## config.mk

```make
export PLATFORM = sky130hd
export DESIGN_NAME = multicycle_ctrl
export DESIGN_NICKNAME = d
export VERILOG_FILES = /design/src/rtl/multicycle_ctrl.sv
export SDC_FILE = /design/constraint.sdc
export NUM_CORES = 1
export LEC_CHECK = 0
export ABC_AREA = 1
export BUFFER_PORTS_ARGS = -buffer_cell sky130_fd_sc_hd__buf_2
export CORE_MARGIN = 2
export CORE_UTILIZATION = 49
export CTS_BUF_LIST = sky130_fd_sc_hd__clkbuf_2
export DETAILED_ROUTE_END_ITERATION = 6
export PLACE_DENSITY = 0.87
export SLEW_MARGIN = 15
export SYNTH_ARGS = -nofsm -noshare
export SYNTH_HDL_FRONTEND = slang
export SYNTH_SLANG_ARGS = --single-unit
```

## constraint.sdc

```tcl
create_clock -name clk -period 2.3 [get_ports clk]
set_clock_uncertainty 0.1 [all_clocks]
set_input_delay 0.46 -clock clk [delete_from_list [all_inputs] [get_ports clk]]
set_output_delay 0.46 -clock clk [all_outputs]
set_load 0.03 [all_outputs]
```

## src/rtl/multicycle_ctrl.sv

```systemverilog
// multicycle_ctrl: RV32I multi-cycle control sequencer (IDLE/DECODE/EXEC/MEM/WB) driving ALU control and datapath strobes.
// Overflow traps on add/sub/addi are enabled by defining MCC_OVF_TRAP_EN.
module multicycle_ctrl (
    input  logic        clk,
    input  logic        rst_n,
    input  logic        instr_valid,
    output logic        instr_ready,
    input  logic [31:0] instr,
    input  logic        mem_ready,
    input  logic        zero,
    input  logic        overflow,
    output logic [3:0]  ALU_ctrl,
    output logic        alu_src_imm,
    output logic [31:0] imm,
    output logic        reg_write,
    output logic        mem_read,
    output logic        mem_write,
    output logic        pc_write,
    output logic        branch_taken,
    output logic        done,
    output logic        illegal,
    output logic        ovf_trap
);
    typedef enum logic [2:0] {IDLE, DECODE, EXEC, MEM, WB} state_t;
    typedef enum logic [2:0] {K_ALU, K_LW, K_SW, K_BEQ, K_BNE, K_ILL} kind_t;
`ifdef MCC_OVF_TRAP_EN
    localparam logic TRAP_EN = 1'b1;
`else
    localparam logic TRAP_EN = 1'b0;
`endif
    state_t      state, state_n;
    kind_t       kind;
    logic [31:0] ir, word, d_imm;
    logic [6:0]  opcode, f7;
    logic [2:0]  f3;
    logic [3:0]  d_ctrl, f3_ctrl;
    logic        d_src, d_trap, f3_ok, branch, trap_hit, unused_bits;
    logic        ld, reg_write_n, mem_read_n, mem_write_n, pc_write_n, done_n, illegal_n, ovf_trap_n, done_r;

    // In IDLE the raw fetch word is decoded so an illegal encoding can be flagged on the accept edge.
    assign word        = (state == IDLE) ? instr : ir;
    assign opcode      = word[6:0];
    assign f3          = word[14:12];
    assign f7          = word[31:25];
    assign unused_bits = ^word[19:15];
    assign f3_ok       = (f3 == 3'b000) || (f3 == 3'b010) || (f3[2:1] == 2'b11);
    assign f3_ctrl     = (f3 == 3'b010) ? 4'b0111 : (f3 == 3'b110) ? 4'b0001 : (f3 == 3'b111) ? 4'b0000 : 4'b0010;
    assign d_imm       = (opcode == 7'b0100011) ? {{20{word[31]}}, word[31:25], word[11:7]}
                                                : {{20{word[31]}}, word[31:20]};

    always_comb begin
        kind   = K_ILL;
        d_ctrl = 4'b0010;
        d_src  = 1'b0;
        d_trap = 1'b0;
        case (opcode)
            7'b0110011:
                if (f7 == 7'b0000000 && f3_ok) begin
                    kind   = K_ALU;
                    d_ctrl = f3_ctrl;
                    d_trap = (f3 == 3'b000);
                end else if (f7 == 7'b0100000 && f3 == 3'b000) begin
                    kind   = K_ALU;
                    d_ctrl = 4'b0110;
                    d_trap = 1'b1;
                end
            7'b0010011:
                if (f3_ok) begin
                    kind   = K_ALU;
                    d_ctrl = f3_ctrl;
                    d_src  = 1'b1;
                    d_trap = (f3 == 3'b000);
                end
            7'b0000011:
                if (f3 == 3'b010) begin
                    kind  = K_LW;
                    d_src = 1'b1;
                end
            7'b0100011:
                if (f3 == 3'b010) begin
                    kind  = K_SW;
                    d_src = 1'b1;
                end
            7'b1100011:
                if (f3[2:1] == 2'b00) begin
                    kind   = f3[0] ? K_BNE : K_BEQ;
                    d_ctrl = 4'b0110;
                end
            default: ;
        endcase
    end

    assign branch   = (kind == K_BEQ) || (kind == K_BNE);
    assign trap_hit = TRAP_EN && d_trap && overflow;

    always_comb begin
        state_n     = state;
        ld          = 1'b0;
        reg_write_n = 1'b0;
        mem_read_n  = 1'b0;
        mem_write_n = 1'b0;
        pc_write_n  = 1'b0;
        done_n      = 1'b0;
        illegal_n   = 1'b0;
        ovf_trap_n  = 1'b0;
        case (state)
            IDLE:
                if (instr_valid && instr_ready) begin
                    state_n   = DECODE;
                    illegal_n = (kind == K_ILL);
                    done_n    = (kind == K_ILL);
                end
            DECODE:
                if (kind == K_ILL) state_n = IDLE;
                else begin
                    state_n    = EXEC;
                    ld         = 1'b1;
                    pc_write_n = branch;
                    done_n     = branch;
                end
            EXEC:
                if (branch) state_n = IDLE;
                else if (kind == K_ALU) begin
                    state_n     = WB;
                    reg_write_n = !trap_hit;
                    ovf_trap_n  = trap_hit;
                    done_n      = 1'b1;
                end else begin
                    state_n     = MEM;
                    mem_read_n  = (kind == K_LW);
                    mem_write_n = (kind == K_SW);
                end
            MEM:
                if (!mem_ready) begin
                    mem_read_n  = (kind == K_LW);
                    mem_write_n = (kind == K_SW);
                end else if (kind == K_LW) begin
                    state_n     = WB;
                    reg_write_n = 1'b1;
                    done_n      = 1'b1;
                end else state_n = IDLE;
            WB:      state_n = IDLE;
            default: state_n = IDLE;
        endcase
    end

    always_ff @(posedge clk or negedge rst_n) begin
        if (!rst_n) begin
            state       <= IDLE;
            ir          <= 32'd0;
            instr_ready <= 1'b1;
            ALU_ctrl    <= 4'b0010;
            alu_src_imm <= 1'b0;
            imm         <= 32'd0;
            reg_write   <= 1'b0;
            mem_read    <= 1'b0;
            mem_write   <= 1'b0;
            pc_write    <= 1'b0;
            done_r      <= 1'b0;
            illegal     <= 1'b0;
            ovf_trap    <= 1'b0;
        end else begin
            state       <= state_n;
            if (state == IDLE && instr_valid && instr_ready) ir <= instr;
            instr_ready <= (state_n == IDLE);
            if (ld) begin
                ALU_ctrl    <= d_ctrl;
                alu_src_imm <= d_src;
                imm         <= d_imm;
            end
            reg_write   <= reg_write_n;
            mem_read    <= mem_read_n;
            mem_write   <= mem_write_n;
            pc_write    <= pc_write_n;
            done_r      <= done_n;
            illegal     <= illegal_n;
            ovf_trap    <= ovf_trap_n;
        end
    end

    // A store completes in the very cycle memory acknowledges, and the branch outcome follows the live zero flag.
    assign done         = done_r | (state == MEM && kind == K_SW && mem_ready);
    assign branch_taken = pc_write & (zero ^ (kind == K_BNE));
endmodule
```

# After elaboration in Yosys (flattened, before gate mapping)
# Index checks and enable logic that the tools add are counted.
op_classes:
  eq_ne: 18
  mux: 48
  bitwise: 3
  reduce_logical: 17
op_table:
  columns: ["operator", "n"]
  rows:
  - ["$mux W3", 17]
  - ["$mux W32", 1]
  - ["$eq A7 B6 Y1 const B", 3]
  - ["$mux W1", 18]
  - ["$eq A3 B2 Y1 const B", 5]
  - ["$pmux W3 S5", 1]
  - ["$eq A3 B3 Y1 const B", 4]
  - ["$logic_not A3 Y1", 4]
  - ["$pmux W3 S4", 1]
  - ["$pmux W3 S3", 1]
  - ["$pmux W1 S2", 4]
  - ["$eq A7 B2 Y1 const B", 1]
  - ["$eq A7 B5 Y1 const B", 1]
  - ["$eq A7 B7 Y1 const B", 1]
  - ["$logic_and A1 B1 Y1", 7]
  - ["$logic_not A7 Y1", 1]
  - ["$eq A3 B1 Y1 const B", 2]
  - ["$mux W2", 3]
  - ["$mux W5", 1]
  - ["$pmux W1 S4", 1]
  - ["$logic_or A1 B1 Y1", 3]
  - ["$eq A2 B2 Y1 const B", 1]
  - ["$logic_not A2 Y1", 1]
  - ["$reduce_or A2 Y1", 1]
  - ["3 further kinds", 3]
word_totals:
  regBits: 59
  inputBits: 38
  out_inout_bits: 46
  wordCells: 98

# Logic depth before layout (Yosys ltp)
# Gate-level depths: netlist of run 1.
depth:
  ltp_word: 13
  ltp_mapped: 17
  mapped_depth_nobuf: 17

# Least setup slack after synthesis of run 1
# No wires, ideal clock.
synth_timing:
  path_kind: "register -> output"
  startpoint: "register state[2]"
  endpoint: "output branch_taken"
  t_arrival_ps: 2121
  setup_slack_ps: -381
  stages_incl_launch_ff: 15
  path_buffers: 1
  cell_sequence: "dfrtp_1 nor2_4 nand2_4 buf_6 nand2_2 nand2_4 clkinv_2 nand3_2 nand2_1 nand2_2 nor2_4 nand3_2 nor2_1 a21oi_1 nor2_1"
synth_between:
  elab_chain_cells: 11
  elab_cells_between_ends: 28
synth_lines:
  columns: ["item", "line_no", "rtl"]
  rows:
  - ["start: declaration", "31", "state_t state, state_n;"]
  - ["start signal: assignment", "163", "state <= state_n;"]
  - ["$logic_not A3 Y1 *", "41", "assign word = (state == IDLE) ? instr : ir;"]
  - ["$mux W32 *", "41", null]
  - ["parallel branches: the longest is 5 deep, another holds $eq A7 B6 Y1", null, null]
  - ["$pmux W3 S5 *", "56", "case (opcode)"]
  - ["$eq A3 B3 Y1 *", "183", "assign branch_taken = pc_write & (zero ^ (kind == K_BNE));"]
  - ["$xor A1 B1 Y1 *", "183", null]
  - ["$and A1 B1 Y1 *", "183", null]
  - ["end: declaration", "19", "output logic branch_taken,"]
# Mark *: on every way between the ends.

# Worst setup path after layout of run 1
# Ends and elaborated chain as after synthesis.

==> flow_summary.ini, run 1 <==
[run_status]
status = finished with violations
violations = DRC, setup timing

[power]
power.density_mw_per_mm2 = 1310
power.clock.fraction_pct = 8.8
p_sw_share_pct = 50.2
p_leak_nw = 2.35
power.switching_w = 0.00288
seqPwrFrac_pct = 27.3
p_comb_share_pct = 63.9
power_w = 0.00575
p_int_w = 0.00287
ir_drop_mv = 0.978

[sta]
fin_crit_sh_pct = 143
rsz0062_at_grt = true
fmax_mhz = 305
finalSetupViolations = 26
hold_violations = 0
slew_headroom_pct = 63.4
slew_violations = 0
timing.final.crit_period_ns = 3.28
max_slew.worst_pin.slew_ns = 0.549
setup_ws_ns = -0.983

[route]
vias = 3379
viasPerCell = 5.59
drt_wl_total_um = 10100
wire_per_inst_um = 16.7
dr.pass1.iters = 7
drtIter0Drc = 400
ant_nets = 0
drc = 3

[floorplanning]
die_h_um = 83.9
num_rows = 29
pin_count = 84
start_util_pct = 50.1
die_w_um = 83.9
core-area_mm2 = 0.00624
dieArea_mm2 = 0.00703

[worst_setup_path]
worst_ep_arrival_time_ns = 2.72
r2r-end = imm[1]
reg2regPathDepth = 17
cp.required_ns = 1.74
worstSetupPathType = flip-flop to output port
end_kind = output port
cp_max_fo = 10
ff2ff_setup_slack_ns = -0.34
crit_path_start_kind = flip-flop
r2r-start = state[2]

[cts]
clkTransAtPathRegs_ns = 0.31
htreeDepth = 2
clk_latency_ns = 0.49
numClockSinks = 53
clk_path_buf_depth = 2
clockRootBuffer = clkbuf_2
cts_made_buffers = 5
cts_tree = done

[final_layout]
drive_gt1_share_pct = 45.7
final_cell_mix = 111 x nand2_1, 73 x buf_2, 51 x dfrtp_1
fin_nets = 564
stdcell_area_mm2 = 0.00438
diodes = 0
postLayoutCoreUtil_pct = 70.2
fill_cells = 439
layout_commonest_cell = nand2_1
area_delta_synth_final_pct = 40.1

[yosys]
synth_warnings = 0
synth_fa_ha_area_share_pct = 0
synth_mux_area_share_pct = 3.60
ys_seq_area_share_pct = 42.5
yosysUniqueCellTypes = 31
syn_area_per_cell_um2 = 7.55
synth.cell_area_mm2 = 0.00313
synthXorXnorAreaFrac_pct = 0
yosys.area_share.simple_pct = 32.8
synth_top_family_by_area = simple AND/OR/NAND/NOR gates
synth_compound_area_share_pct = 7.89
yosys_register_bits = 53
syn-instance-count = 414

[placement]
portBuffers = 75
hpwl_um = 5210
gp_congestion = 0.888
place_area_mm2 = 0.00370

[global_routing]
grt_usage_pct = 24.3
overflow = 0
grt_pass1_wl_um = 13700
grt_max_degree = 48
grt_pass1_vias = 3060
antenna_found_initial = 0

[run]
cap_violations = 0

[hold_path]
holdPathStages = 2
worstHoldPathType = input port to flip-flop
hold_path_end = ir[25]
hp-start = instr[25]
[kinds of logic (layout without fill, tap and decap cells)]
family,count (synthesis),after routing
other cells,1,2
flops,53,53
compound gates,42,42
buf+inv,78,188
simple gates,230,232
mux,10,10
[how the worst max path moves through the flow]
stage | startpoint | end
6_report | state[2] | branch_taken
5_1_grt | state[2] | branch_taken
4_1_cts | state[1] | branch_taken
3_5_place_dp | state[1] | branch_taken
3_3_place_gp | state[1] | branch_taken
2_1_floorplan | state[1] | branch_taken
[per-stage QoR]
step                      setup slack [ns]  instances  hold slack (ns)  setup TNS, ns
after floorplan                     -0.145        415           0.0644         -0.145
after global placement              -0.278        572            0.356         -0.945
after detailed placement            -0.358        572            0.363          -2.22
after CTS                           -0.842        594            0.104          -1.91
after global routing                 -1.14        604           0.0730         -10.38
final                               -0.983        604            0.109          -8.13
[flip-flops by register name (all words and copies together) (netlist names)]
register	cells
mem_read	1
ir	27
instr_ready	1
reg_write	1
pc_write	1
imm	12
ALU_ctrl	3
state	3
mem_write	1
done_r	1
alu_src_imm	1
illegal	1
[layout make-up]
type                    count  area (um^2)  area share (%)
well taps                  77         96.3            2.20
multi-input cells         286         1720            39.3
inverters                  41          174            3.97
clock inverters             3         41.3           0.943
repair buffers            138          981            22.4
repair inverters            1         11.3           0.257
flip-flops and latches     53         1330            30.3
clock buffers               5         25.0           0.571
[worst max-delay path: stages, from the launching register on]
cell and delay, ns:
dfrtp_1 0.48, nor2_4 0.17, buf_12 0.15, nand2_8 0.08, nand2_1 0.10, nand2_2 0.11
nand2_2 0.10, nand2_2 0.05, inv_1 0.10, nor2_2 0.07, nor2_4 0.19, nand3_4 0.12
nor2_4 0.15, nand3_2 0.09, nand2_2 0.08, nor2_4 0.04, buf_6 0.13
[repair_timing]
item                                   CTS  global route
endpoints found under the hold margin   20             0
resized for setup                       38            64
hold buffers                             1             0
setup endpoints to repair               20            36
pin swaps                                1            13
buffers inserted                        10             9
cloned                                   3             2
[power groups by stage]
stage / clock [W] / sequential [W] / combinational, W
3_3_place_gp: 0 / 0.00154 / 0.00277
4_1_cts: 0.000498 / 0.00155 / 0.00316
6_report: 0.000503 / 0.00157 / 0.00368
5_1_grt: 0.000534 / 0.00162 / 0.00392
3_5_place_dp: 0 / 0.00157 / 0.00284
2_1_floorplan: 0 / 0.00181 / 0.00193
[synthesized netlist by cell type]
cell type | instances | area (um^2)
nand2_1 | 138 | 518
dfrtp_1 | 51 | 1280
inv_1 | 38 | 143
nor2_1 | 29 | 109
o21ai_0 | 29 | 145
nand3_1 | 28 | 140
buf_4 | 23 | 173
mux2_2 | 10 | 113
clkbuf_1 | 9 | 33.8
nand2_2 | 8 | 50.1
nand4_1 | 6 | 37.5
nor3_1 | 6 | 30.0
nand3_2 | 5 | 50.1
o211ai_1 | 5 | 37.5
a21oi_1 | 4 | 20.0
buf_6 | 3 | 33.8
nand2_4 | 3 | 33.8
nand3b_1 | 3 | 22.5
buf_2 | 2 | 10.0
dfstp_2 | 2 | 52.6
nor2_4 | 2 | 22.5
and2_1 | 1 | 6.26
clkinv_2 | 1 | 5.00
conb_1 | 1 | 3.75
inv_2 | 1 | 3.75
inv_4 | 1 | 6.26
nor2_2 | 1 | 6.26
o21ai_2 | 1 | 8.76
o21bai_1 | 1 | 7.51
o21bai_4 | 1 | 18.8
o32ai_1 | 1 | 8.76
[metal layers]
metal / GRT usage [%] / vias up / part of all wire (%)
met1: 27.8 / 1545 / 37
met2: 42.4 / 250 / 49
met3: 4.95 / 59 / 8.1
li1: - / 1525 / -
met4: 13.2 / 0 / 5.2
met5: 0 / - / 0
No activity file was read; power rests on OpenSTA's default activity.
==> run 2, diff against run 1 <==
Settings changed: PLACE_DENSITY 0.87 to unset, PLACE_DENSITY_LB_ADDON set to 0.2.
==> run 2 against run 1 <==
The flow finishes with violations (hold timing, setup timing). Clock power is 6.0% lower. Flip-flop and latch count stayed put. Power is 10% higher. Register-to-register slack worse by 0.50 ns. Die area stayed put.
==> flow_summary.ini, run 2 (synthesized netlist as in run 1, its figures left out) <==
[global_routing]
antenna_found_initial = 0
grt_usage_pct = 26.1
grt_pass1_wl_um = 14900
overflow = 0
grt_max_degree = 54
grt_pass1_vias = 3212
gr-usage-met2_pct = 44.2
gr-usage-met3_pct = 4.55
grt_busiest_layer = met2
grtUsageMet1_pct = 32.5

[sta]
fmax_mhz = 316
slew_headroom_pct = 54.9
finalSetupViolations = 26
setup_ws_ns = -0.866
timing.final.crit_period_ns = 3.17
fin_hold_ws_ns = -0.0215
setup_tns_ns = -10.99
rsz0062_at_grt = true
hold_violations = 14
fin_crit_sh_pct = 138
slew_violations = 0
max_slew.worst_pin.slew_ns = 0.676

[cts]
clk_path_buf_depth = 2
numClockSinks = 53
cts_made_buffers = 5
holdBufCountCts = 0
clkTransAtPathRegs_ns = 0.28
cts_tree = done
clockRootBuffer = clkbuf_2
htreeDepth = 2
clk_latency_ns = 0.45

[worst_setup_path]
cp_max_fo = 10
worstSetupPathType = flip-flop to output port
path_common_cell = nor2_4
worst_ep_arrival_time_ns = 2.61
max_stage_delay_ns = 0.47
end_kind = output port
path_cells = nor2_4 -> buf_12 -> nand2_4 -> o21ai_2 -> nand3_1 -> nor2_4 -> nand2_1 -> nand2_1 -> inv_1 -> nand3_2 -> nand3_2 -> nand2_2 -> nor2_4 -> buf_6
slowest_stage = dfrtp_1
cp.required_ns = 1.74
crit_path_start_kind = flip-flop

[final_layout]
largest-register = ir
drive_gt1_share_pct = 53.7
layout_commonest_cell = nand2_1
largest_reg_flops = 27
area_delta_synth_final_pct = 49.4
postLayoutCoreUtil_pct = 74.8
fin_nets = 593
final_cell_mix = 92 x nand2_1, 78 x buf_4, 73 x buf_2
diodes = 0
top_regs = ir (27), imm (12)
fill_cells = 423

[power]
p_leak_nw = 2.49
ir_drop_mv = 0.881
power.density_mw_per_mm2 = 1360

[floorplanning]
dieArea_mm2 = 0.00703
num_rows = 29
die_h_um = 83.9
pin_count = 84
die_w_um = 83.9
start_util_pct = 50.1
core-area_mm2 = 0.00624

[route]
ant_nets = 0
drc = 0
vias = 3416
drtIter0Drc = 388
wire_per_inst_um = 15.7
dr.pass1.iters = 5
drt_wl_total_um = 9900
viasPerCell = 5.41

[hold_path]
worstHoldPathType = input port to async pin

[placement]
gp_congestion = 0.849
hpwl_um = 5250
portBuffers = 75

[run_status]
violations = hold timing, setup timing
status = finished with violations

[run]
cap_violations = 0
-- run 2: changes by cell type in the layout (fill, tap and decap cells not counted), sizes merged --
cell,previous run,this run
nand2,151,150
buf,136,168
clkinv,2,1
clkinvlp,2,0
dlygate4sd3,1,0
inv,40,42
clkbuf,6,5
-- run 2: worst paths after layout --
| kind | start | endpoint | slack, ns | cells past startpoint |
|---|---|---|---|---|
| max reg2reg | state[1] | imm[9] | -0.84 | 23 |
| max | state[1] | branch_taken | -0.87 | 14 |
| max in group asynchronous | rst_n | ir[9] | 1.66 | 2 |
| min in group clk | instr[27] | ir[27] | 0.15 | 2 |
| min reg2reg | imm[4] | imm[4] | 0.41 | 2 |
| min | rst_n | ir[25] | -0.02 | 2 |
-- run 2: routing by layer --
| layer | wire, um | up-vias | part of all wire [%] |
|---|---|---|---|
| met5 | 0 | - | 0 |
| met4 | 427 | 0 | 4.3 |
| met3 | 796 | 49 | 8.0 |
| li1 | - | 1569 | - |
| met1 | 3750 | 1592 | 38 |
| met2 | 4930 | 206 | 50 |
-- run 2: repair_timing --
action | 4_1_cts | 5_1_grt
cloned | 2 | 0
setup buffers | 47 | 6
setup endpoints to repair | 24 | 26
resized for setup | 78 | 61
pin swaps | 40 | 26
-- run 2: stage by stage --
stage / instances / area, um^2 / setup slack (ns) / total power (W)
floorplan: 415 / 3140 / -0.145 / 0.00374
global placement: 577 / 3730 / -0.327 / 0.00439
detailed placement: 577 / 3730 / -0.394 / 0.00448
CTS: 631 / 4420 / -0.795 / 0.00577
global route: 632 / 4670 / -1.01 / 0.00671
finish: 632 / 4670 / -0.866 / 0.00634
-- run 2: where the power goes --
part	switching (W)	total (W)	internal, W	leakage [nW]
clock network	0.000296	0.000473	0.000176	0.0388
registers	0.000253	0.00158	0.00132	0.663
logic	0.00253	0.00429	0.00177	1.79
total	0.00308	0.00634	0.00327	2.49
-- run 2: final cells by class --
class	count	area, um^2	area share (%)
clock buffer	5	25.0	0.536
timing repair inverter	1	8.76	0.188
clock inverter	2	35.0	0.750
tap	77	96.3	2.06
sequential	53	1330	28.5
timing repair buffer	168	1180	25.3
multi-input combinational	285	1820	39.1
inverter	41	171	3.67
-- run 2: critical path, delay by kind of cell (launching register included) --
kind | cells | cell delay, ns
and+or+nand+nor | 10 | 1.12
DFF | 1 | 0.47
buffers and inverters | 3 | 0.32
AOI/OAI and AO/OA | 1 | 0.25
==> run 3, diff against run 2 <==
Settings changed: CORE_UTILIZATION 49 to 55, CTS_CLUSTER_DIAMETER set to 120, SLEW_MARGIN 15 to 20.
Clock period 2.3 ns to 3.5 ns, I/O delays scaled along.
==> run 3 against run 2 <==
The flow finishes with violations (setup timing). Via count fell by 13%. Sequential power fell by 35%. Routed wire length fell by 23%. Sequential share of layout area rose by 5.9 points. Global-route usage fell by 3.2 points. Die area fell by 10%. Core utilization fell by 4.5 points. Power fell by 48%. Non-clock buffer count fell by 65. Largest power group unchanged.
==> flow_summary.ini, run 3 (synthesized netlist as in run 1, its figures left out) <==
[floorplanning]
pin_count = 84
dieArea_mm2 = 0.00630
core-area_mm2 = 0.00551
start_util_pct = 56.8
num_rows = 27
die_w_um = 79.4
die_h_um = 79.4

[final_layout]
largest_reg_flops = 27
diodes = 0
multi_input_area_mm2 = 0.00162
drive_gt1_share_pct = 36.3
ff_latch_area_mm2 = 0.00133
area_delta_synth_final_pct = 23.8
top_regs = ir (27), imm (12)
fin_nets = 528
largest-register = ir
postLayoutCoreUtil_pct = 70.3
fill_cells = 432
final_cell_mix = 124 x nand2_1, 74 x buf_2, 51 x dfrtp_1
layout_commonest_cell = nand2_1

[power]
power_w = 0.00328
power.density_mw_per_mm2 = 846
ir_drop_mv = 0.471
p_leak_nw = 2.12

[route]
drc = 0
dr.pass1.iters = 5
drtIter0Drc = 272
ant_nets = 0
vias = 2982
drt_wl_total_um = 7640
viasPerCell = 5.30
wire_per_inst_um = 13.6

[cts]
numClockSinks = 53
cts_tree = done
htreeDepth = 2
clk_latency_ns = 0.44
clk_path_buf_depth = 2
clkTransAtPathRegs_ns = 0.26
clockRootBuffer = clkbuf_2
cts_made_buffers = 5

[sta]
finalSetupViolations = 1
max_slew.worst_pin.slew_ns = 0.708
fmax_mhz = 283
hold_violations = 0
slew_violations = 0
rsz0062_at_grt = true
fin_hold_ws_ns = 0.119
fin_crit_sh_pct = 101
timing.final.crit_period_ns = 3.53
setup_ws_ns = -0.0300
slew_headroom_pct = 52.4

[worst_setup_path]
cp.required_ns = 2.70
cp.buffers_inverters = 4
end_kind = output port
worst_ep_arrival_time_ns = 2.73
cp_max_fo = 5
slowest_stage = dfrtp_1
max_stage_delay_ns = 0.47
path_common_cell = nor2_4
worstSetupPathType = flip-flop to output port
crit_path_start_kind = flip-flop
crit_family = simple AND/OR/NAND/NOR gates
path_cells = nor2_4 -> buf_12 -> buf_8 -> buf_4 -> nand3_1 -> nand2_1 -> nand2_2 -> nor2_4 -> a21oi_2 -> nand3_4 -> nor2_4 -> nand3_2 -> nand2_1 -> nor2_1 -> buf_4

[global_routing]
overflow = 0
grt_usage_pct = 22.9
grt_max_degree = 34
grt_pass1_vias = 2494
antenna_found_initial = 0
grt_pass1_wl_um = 11400

[placement]
hpwl_um = 4900
gp_congestion = 0.811
portBuffers = 75
preCtsSetupSlack_ns = 0.269

[run]
cap_violations = 0

[run_status]
status = finished with violations
violations = setup timing

[hold_path]
worstHoldPathType = input port to async pin
-- run 3: cell count changes in the layout (fill, tap and decap cells not counted), moves of 4 or more --
cell	previous run	this run
buf_4	78	22
nand2_1	92	124
nand2_2	47	17
nand3_1	14	22
buf_6	11	4
nand3_2	12	6
nor2_1	18	24
nor2_4	10	5
inv_1	32	36
inv_2	6	2
-- run 3: routing by layer --
layer	up-vias	global-route usage, %	wire, um
li1	1448	-	-
met1	1366	30.8	3090
met2	151	36.4	3820
met3	17	4.30	567
met4	0	9.66	158
met5	-	0	0
-- run 3: layout make-up --
type,count,share of cell area [%]
Clock buffer,5,0.647
Multi-Input combinational cell,286,41.8
Tap cell,72,2.33
Sequential cell,53,34.3
Inverter,41,4.14
Timing Repair Buffer,103,16.4
Clock inverter,3,0.323
-- run 3: per-stage QoR --
stage,instances,setup TNS (ns),area [um^2]
floorplan,415,0,3130
global placement,531,0,3400
detailed placement,531,0,3400
CTS,542,0,3470
global route,563,-0.159,3870
finish,563,-0.0300,3870
-- run 3: path summary, 6_finish.rpt --
kind	cells after the start	startpoint	slack, ns	endpoint
max in group asynchronous	2	rst_n	2.34	instr_ready
setup / recovery	15	state[2]	-0.03	branch_taken
hold / removal	1	rst_n	0.12	ir[4]
setup reg to reg	16	state[2]	0.75	imm[1]
hold reg to reg	2	imm[10]	0.41	imm[10]
min in group clk	2	instr[29]	0.38	ir[29]
-- run 3: power by group --
group	internal [W]	total (W)	switching, W
combinational	0.000672	0.00202	0.00135
sequential	0.000869	0.00102	0.000151
clock	0.0000438	0.000231	0.000187
-- run 3: timing repair --
item                       4_1_cts  5_1_grt
cloned                           0        3
hold endpoints to repair         0        0
resized for setup                3       56
setup buffers                    3       18
pin swaps                        1       30
setup endpoints to repair        1        1
hold buffers                     0        0
